## src/rtl/fmadd_round_pipe.sv

```systemverilog
// Two-stage rounding and packing back end for a half-precision FMADD.
// S1 captures the word and rounding decisions, S2 rounds, packs and flags.
module fmadd_round_pipe #(
    parameter int std  = 15,
    parameter int man  = 9,
    parameter int exp  = 4,
    parameter int biad = 15,
    parameter int W    = 2*man+exp+6
) (
    input  logic         clk,
    input  logic         rst,
    input  logic         in_valid,
    output logic         in_ready,
    input  logic [W-1:0] in_no,
    input  logic [2:0]   in_rm,
    input  logic         in_overflow,
    input  logic         in_sticky_PN,
    output logic         out_valid,
    input  logic         out_ready,
    output logic [std:0] out_no,
    output logic [3:0]   out_S_Flags,
    input  logic         flag_clr,
    output logic [3:0]   acc_flags
);
    localparam int EW = exp + 1;
    localparam int MW = man + 2;
    // Biased exponent of infinity is 2*bias+1; largest finite is 2*bias.
    localparam logic [EW-1:0] L_EXP_INF = EW'(2*biad+1);
    localparam logic [EW-1:0] L_EXP_MAX = EW'(2*biad);

    localparam logic [2:0] RM_RTZ = 3'b001;
    localparam logic [2:0] RM_RDN = 3'b010;
    localparam logic [2:0] RM_RUP = 3'b011;
    localparam logic [2:0] RM_RMM = 3'b100;

    logic          w_en;
    logic          w_xfer;
    logic          w_sign;
    logic [EW-1:0] w_exp;
    logic [MW-1:0] w_mant;
    logic          w_g;
    logic          w_r;
    logic          w_s;
    logic          w_lost;
    logic          w_bad_rm;
    logic          w_inc;
    logic          w_inf;

    logic          r1_valid;
    logic          r1_sign;
    logic [EW-1:0] r1_exp;
    logic [MW-1:0] r1_mant;
    logic          r1_inc;
    logic          r1_inf;
    logic          r1_lost;
    logic          r1_ovf;
    logic          r1_bad_rm;

    logic [MW:0]   w_sum;
    logic          w_exp_up;
    logic [EW:0]   w_exp_rnd;
    logic          w_ovf;
    logic          w_inexact;
    logic          w_unf;
    logic [std:0]  w_res;
    logic [3:0]    w_flags;

    logic          r_out_valid;
    logic [std:0]  r_out_no;
    logic [3:0]    r_flags;
    logic [3:0]    r_acc;

    assign w_en     = ~r_out_valid | out_ready;
    assign w_xfer   = r_out_valid & out_ready;
    assign in_ready = w_en;

    assign w_sign   = in_no[W-1];
    assign w_exp    = in_no[W-2:2*man+4];
    assign w_mant   = in_no[2*man+3:man+2];
    assign w_g      = in_no[man+1];
    assign w_r      = in_no[man];
    assign w_s      = (|in_no[man-1:0]) | in_sticky_PN;
    assign w_lost   = w_g | w_r | w_s;
    assign w_bad_rm = in_rm > RM_RMM;

    // Undefined modes fall through to the RNE defaults.
    always_comb begin
        w_inc = w_g & (w_r | w_s | w_mant[0]);
        w_inf = 1'b1;
        case (in_rm)
            RM_RTZ: begin
                w_inc = 1'b0;
                w_inf = 1'b0;
            end
            RM_RDN: begin
                w_inc = w_sign & w_lost;
                w_inf = w_sign;
            end
            RM_RUP: begin
                w_inc = ~w_sign & w_lost;
                w_inf = ~w_sign;
            end
            RM_RMM: w_inc = w_g;
            default: ;
        endcase
    end

    assign w_sum     = {1'b0, r1_mant} + {{MW{1'b0}}, r1_inc};
    // Carry-out, or a subnormal that rounded up into the normal range.
    assign w_exp_up  = w_sum[MW] | (~r1_mant[MW-1] & w_sum[MW-1]);
    assign w_exp_rnd = {1'b0, r1_exp} + {{EW{1'b0}}, w_exp_up};
    assign w_ovf     = r1_ovf | (w_exp_rnd >= {1'b0, L_EXP_INF});
    assign w_inexact = r1_lost | w_ovf;
    assign w_unf     = (r1_exp == '0) & w_inexact & ~w_ovf;
    assign w_flags   = {r1_bad_rm, w_ovf, w_unf, w_inexact};

    assign w_res = !w_ovf ? {r1_sign, w_exp_rnd[EW-1:0], w_sum[MW-2:0]}
                 : r1_inf ? {r1_sign, L_EXP_INF, {(MW-1){1'b0}}}
                 :          {r1_sign, L_EXP_MAX, {(MW-1){1'b1}}};

    always_ff @(posedge clk) begin
        if (rst) begin
            r1_valid    <= 1'b0;
            r1_sign     <= 1'b0;
            r1_exp      <= '0;
            r1_mant     <= '0;
            r1_inc      <= 1'b0;
            r1_inf      <= 1'b0;
            r1_lost     <= 1'b0;
            r1_ovf      <= 1'b0;
            r1_bad_rm   <= 1'b0;
            r_out_valid <= 1'b0;
            r_out_no    <= '0;
            r_flags     <= '0;
            r_acc       <= '0;
        end else begin
            if (w_en) begin
                r1_valid    <= in_valid;
                r1_sign     <= w_sign;
                r1_exp      <= w_exp;
                r1_mant     <= w_mant;
                r1_inc      <= w_inc;
                r1_inf      <= w_inf;
                r1_lost     <= w_lost;
                r1_ovf      <= in_overflow;
                r1_bad_rm   <= w_bad_rm;
                r_out_valid <= r1_valid;
                if (r1_valid) begin
                    r_out_no <= w_res;
                    r_flags  <= w_flags;
                end
            end
            if (flag_clr) begin
                r_acc <= w_xfer ? r_flags : 4'b0000;
            end else if (w_xfer) begin
                r_acc <= r_acc | r_flags;
            end
        end
    end

    assign out_valid   = r_out_valid;
    assign out_no      = r_out_no;
    assign out_S_Flags = r_flags;
    assign acc_flags   = r_acc;
endmodule
```

## config.mk

```make
export PLATFORM = sky130hd
export DESIGN_NAME = fmadd_round_pipe
export DESIGN_NICKNAME = d
export VERILOG_FILES = /design/src/rtl/fmadd_round_pipe.sv
export SDC_FILE = /design/constraint.sdc
export NUM_CORES = 1
export LEC_CHECK = 0
export BUFFER_PORTS_ARGS = -buffer_cell sky130_fd_sc_hd__clkbuf_2
export CAP_MARGIN = 15
export CORE_MARGIN = 2
export CORE_UTILIZATION = 50
export DETAILED_ROUTE_END_ITERATION = 12
export PLACE_DENSITY = 0.87
export SLEW_MARGIN = 10
export SYNTH_ARGS = -nofsm -noshare
export SYNTH_HDL_FRONTEND = slang
export SYNTH_SLANG_ARGS = --single-unit
```

## constraint.sdc

```tcl
create_clock -name clk -period 4.8 [get_ports clk]
set_clock_uncertainty 0.05 [all_clocks]
set_input_delay 0.72 -clock clk [delete_from_list [all_inputs] [get_ports clk]]
set_output_delay 0.72 -clock clk [all_outputs]
set_load 0.03 [all_outputs]
```

==> impl_metrics.yaml, run 1 <==
setup_path:
  crit_slowest_cell: "o311ai_0"
  cp.arrival_ps: 3320
  start_kind: "flip-flop"
  critPathLaunch: "r1_inc$_SDFFE_PP0N_"
  crit_buf_inv: 0
  reg2reg_slack_ps: 1630
  setup.worst_path.end_class: "flip-flop"
  path_max_fanout: 8
  crit_cells: 11
  r2r-start: "r1_inc$_SDFFE_PP0N_"
  cp_common_cell: "ha_1"
  cp_slowest_stage_delay_ps: 400
  critPathKind: "reg2reg"
  required_ps: 4950
  reg2reg_depth: 11
  cp_cell_sequence: "ha_1, ha_1, nor2b_1, a31oi_1, nor3b_1, ha_1, ha_1, and3b_1, o211ai_1, nand2_1, o311ai_0"
  path_delay_family: "adder cells"
clock_network:
  cts_root_buffer: "clkbuf_8"
  cts_setup_buffers: 0
  cts_sinks: 48
  ctsResizeCount: 0
  clk_pin_slew_ps: 100
  h-tree-depth: 2
  cts_inserted_buffers: 5
  cts_tree: "yes"
  clk_path_buf_depth: 2
  clk-insertion-delay-late_ps: 320
  cts_hold_buf: 0
cells_and_area:
  drive_above_1_share_pct: 24.28
  area_delta_synth_final_pct: 19.69
  final_util_pct: 63.37
  fin_cells: 363
  nets: 354
  antennaDiodeCount: 0
logic_synthesis:
  ys_async_sr_fraction_pct: 0
  synth_top_area_share_pct: 44.73
  synth_area_leader_cell: "dfxtp_1"
  syn_area_um2: 2148
  synth_warnings: 0
  synth-seq-cells: 48
  yosysSeqAreaShare_pct: 44.73
  post-synth-top-count-cell: "dfxtp_1"
  syn_nets: 297
  syn_inst: 255
  dominantRegCellSynth: "dfxtp_1"
  synth_edf_count: 0
  synth_area_per_cell_um2: 8.425
  yosys-top-cells-area: "dfxtp_1 45%, nand2_1 8.2%, a21oi_1 5.4%, nor2_1 4.0%, xor2_1 3.7%"
  synth.distinct_cells: 44
  synth_common_cells: "48 x dfxtp_1, 47 x nand2_1, 23 x a21oi_1, 23 x nor2_1, 11 x nor3_1"
sta:
  post-route-period-util_pct: 66.05
  worst_pin_slew_ps: 937.1
  clock.fmax_ghz: 0.3154
  slew_viol_final: 0
  fin_crit_ps: 3170
  rsz0062_at_grt: "false"
  setup-tns-final_ps: 0
  hold_viol: 0
  slew-limit-headroom_pct: 37.53
  finalSetupViolations: 0
place:
  dpl.hpwl_um: 3459
  io_buffers: 63
  placed_cells: 355
  gp_congestion: 0.9166
global_route:
  grt_first_pass_wirelength_um: 8521
  grt_overflow_total: 0
  grt_use_total_pct: 21.67
  antenna_found_initial: 0
  grt_max_degree: 52
  grt_pass1_vias: 1940
drt:
  drc: 0
  drt_first_pass_iters: 4
  avgRoutedWirePerCell_um: 13.50
  vias_per_cell: 5.609
  vias: 2036
  drtIter0Drc: 121
  routed_wl_um: 4901
  drtAntennaViolNets: 0
run_status:
  status: "complete, no violations"
floorplan:
  coreArea_um2: 4058
  die_w_um: 69.55
  die_y_um: 69.55
  num_rows: 23
  io-pin-count: 64
  start_util_pct: 52.94
  design.die.area_um2: 4837
min_path:
  holdPathStages: 2
  hold_class: "reg2reg"
  min_from: "r1_sign$_SDFFE_PP0N_"
flow_run:
  max-cap-violations: 0
power_and_ir_drop:
  powerDensity_nw_per_um2: 315.0
  power.total_mw: 0.8099
  power_leakage_nw: 1.111
  ir_drop_uv: 184.7
[cell type report]
cell class	instances	area [um^2]
Tap cell	50	62.56
Fill cell	354	1486
Timing Repair Buffer	64	322.8
Clock buffer	5	68.82
Clock inverter	3	26.28
Inverter	2	10.01
Multi-Input combinational cell	191	1120
Sequential cell	48	960.9
[path summary, 6_finish.rpt]
path                            end
min reg2reg    r1_sign$_SDFFE_PP0N_
min            r1_sign$_SDFFE_PP0N_
max reg2reg  out_no[7]$_SDFFE_PP0P_
max          out_no[7]$_SDFFE_PP0P_
[flip-flops by register name (all words and copies together) (netlist names), 4 cells and up]
name and cells:
r1_exp 5, acc_flags 4, r1_mant 11, out_no 16
out_S_Flags 4
[layout by cell type (no fill, tap or decap), types with 3 or more instances in the layout]
master and n:
a211oi_1 6, a21oi_1 23, a32oi_1 4, and2_1 3, clkbuf_2 63, clkbuf_8 5
dfxtp_1 48, ha_1 4, nand2_1 47, nand3_1 6, nand3b_1 8, nand4_1 4
nor2_1 23, nor2b_1 3, nor3_1 11, nor4_1 3, o311ai_0 5, o311ai_1 3
xor2_1 9
[per-layer routing]
layer / track usage [%] / up-vias / wire (um)
met1: 24.77 / 936 / 2161
met5: 0 / - / 0
met2: 38.78 / 62 / 2382
met3: 5.378 / 7 / 282
li1: - / 1031 / -
met4: 8.061 / 0 / 74
[worst min-delay path, stage by stage (launching register included)]
cell and delay (ps):
dfxtp_1 320, nand2_1 50, a21oi_1 50
[per-stage QoR]
step / area (um^2) / setup WS, ps / hold slack, ps
after detailed placement: 2476 / 1652 / 398.3
after global routing: 2571 / 1369 / 441.1
after CTS: 2571 / 1622 / 410.7
final: 2571 / 1630 / 410.4
after global placement: 2476 / 1897 / 389.3
after floorplan: 2148 / 2098 / 382.1
[power breakdown]
| group | internal [mW] | switching (mW) | leakage [nW] |
|---|---|---|---|
| Sequential | 0.421 | 0.0210 | 0.395 |
| Combinational | 0.0438 | 0.0704 | 0.666 |
| Clock | 0.107 | 0.147 | 0.0491 |
| Total | 0.572 | 0.238 | 1.11 |
[cells by family (layout without fill, tap and decap cells)]
group	count (synthesis)	in the layout	share of synthesized area [%]
AO/OA/AOI/OAI	56	56	18.17
XOR/XNOR	11	11	4.485
adder cells (fa/ha/maj)	4	4	2.330
buffers and inverters	16	74	3.145
flip-flops	48	48	44.73
multiplexers	1	1	0.5241
AND/OR/NAND/NOR	119	119	26.62
Power figures use the tool's default switching activity.
==> inputs of run 2 (changes only) <==
clock period = 3.05 ns   (was 4.8 ns; I/O delays follow)
==> run 2 against run 1 <==
Compared with the run above:
- via count down 0.25%
- worst hold slack worse by 95 ps
- critical path depth up 1
- non-clock buffer count up 6
- register-to-register slack worse by 1400 ps
- sequential share of layout area down 0.64 points
- first-iteration DRC count down 9.9%
- critical path type unchanged
==> impl_metrics.yaml, run 2 (synthesized netlist as in run 1, its figures left out) <==
global_route:
  antenna_found_initial: 0
  grt_use_total_pct: 21.85
  grt_first_pass_wirelength_um: 8625
  grt_max_degree: 30
  grt_overflow_total: 0
  grt_pass1_vias: 1960
sta:
  clock.fmax_ghz: 0.3551
  post-route-period-util_pct: 92.33
  worst_pin_slew_ps: 690.3
  setup-tns-final_ps: 0
  rsz0062_at_grt: "false"
  hold_viol: 0
  slew-limit-headroom_pct: 53.87
  fin_crit_ps: 2816
  finalSetupViolations: 0
  slew_viol_final: 0
power_and_ir_drop:
  powerDensity_nw_per_um2: 484.1
  switchingPower_mw: 0.3696
  ir_drop_uv: 252.8
  p_seq_share_pct: 54.9
  clkPwrFrac_pct: 30.6
  p_comb_share_pct: 14.5
  power_leakage_nw: 1.132
  switching_share_pct: 29.18
  p_int_mw: 0.8970
place:
  place_area_um2: 2514
  gp_congestion: 0.8942
  io_buffers: 63
  dpl.hpwl_um: 3549
clock_network:
  cts_hold_buf: 0
  cts_root_buffer: "clkbuf_8"
  cts_inserted_buffers: 5
  h-tree-depth: 2
  cts_tree: "yes"
  clk_path_buf_depth: 2
  clk_pin_slew_ps: 90
  clk-insertion-delay-late_ps: 310
  cts_sinks: 48
cells_and_area:
  multi_input_area_um2: 1122
  area_delta_synth_final_pct: 21.78
  fillers: 347
  mostFrequentLayoutCells: "63 x clkbuf_2, 48 x dfxtp_1, 46 x nand2_1"
  largest_reg_flops: 16
  drive_above_1_share_pct: 26.02
  antennaDiodeCount: 0
  final_common_cell: "clkbuf_2"
  final_area_um2: 2616
  final-seq-area_um2: 960.9
  nets: 360
setup_path:
  cp.arrival_ps: 2970
  reg2reg_depth: 12
  reg2reg_slack_ps: 230
  path_max_fanout: 4
  required_ps: 3200
  critPathKind: "reg2reg"
  setup.worst_path.end_class: "flip-flop"
  start_kind: "flip-flop"
drt:
  drc: 0
  vias: 2031
  routed_wl_um: 4900
  avgRoutedWirePerCell_um: 13.28
  drtIter0Drc: 109
  drt_first_pass_iters: 4
  drtAntennaViolNets: 0
  vias_per_cell: 5.504
flow_run:
  max-cap-violations: 0
floorplan:
  die_w_um: 69.55
  io-pin-count: 64
  design.die.area_um2: 4837
  num_rows: 23
  coreArea_um2: 4058
  start_util_pct: 52.94
  die_y_um: 69.55
min_path:
  holdPathStages: 3
  hold_class: "in2reg"
run_status:
  status: "complete, no violations"
==> run 2: routing by layer <==
layer	up-vias	share of wire, %	global-route usage (%)
li1	1042	-	-
met3	7	5.0	4.506
met5	-	0	0
met1	930	44	25.94
met4	0	1.4	8.497
met2	52	49	38.46
==> run 2: critical path, cell delays in order (launching register included) <==
cell and delay [ps]:
dfxtp_1 320, ha_1 210, ha_1 190, nor2b_1 130, a31oi_1 140, nor3b_1 70, ha_1 210, ha_1 320
and3b_1 180, o211ai_1 290, buf_4 190, a211oi_1 60, nor4_1 330
==> run 2: power groups by stage <==
stage / clock network, mW / logic, mW / registers [mW]
floorplan: 0 / 0.0892 / 0.734
global placement: 0 / 0.179 / 0.707
detailed placement: 0 / 0.183 / 0.709
CTS: 0.394 / 0.183 / 0.694
global route: 0.416 / 0.205 / 0.700
finish: 0.387 / 0.184 / 0.695
==> run 2: worst paths after layout <==
| kind | start | to |
|---|---|---|
| max reg2reg | r1_mant[0]$_SDFFE_PP0N_ | out_no[10]$_SDFFE_PP0P_ |
| min | in_no[26] | r1_exp[4]$_SDFFE_PP0N_ |
| min reg2reg | r1_sign$_SDFFE_PP0N_ | r1_sign$_SDFFE_PP0N_ |
| max | r1_mant[0]$_SDFFE_PP0N_ | out_no[10]$_SDFFE_PP0P_ |
==> run 2: what timing repair did <==
item	in CTS	in global routing
endpoints found under the setup margin	0	8
buffers inserted	0	1
resized for setup	0	2
==> run 2: metrics by stage <==
step                util (%)  hold WS (ps)  std cells  total power, mW  worst slack (ps)
floorplan                  -         382.1        255           0.8234             347.8
CTS                    64.23         309.2        368            1.272             242.0
global route           64.48         315.3        369            1.321             16.42
finish                 64.48         315.2        369            1.267             234.0
global placement       61.95         389.2        360           0.8866             354.3
detailed placement     61.95         400.4        360           0.8921             283.5
==> run 2: cell type report <==
cell class	count	share of cell area, %
Clock buffer	5	2.630
Clock inverter	3	0.9087
Inverter	2	0.3826
Multi-Input combinational cell	191	42.90
Sequential cell	48	36.73
Tap cell	50	2.391
Timing Repair Buffer	70	14.06
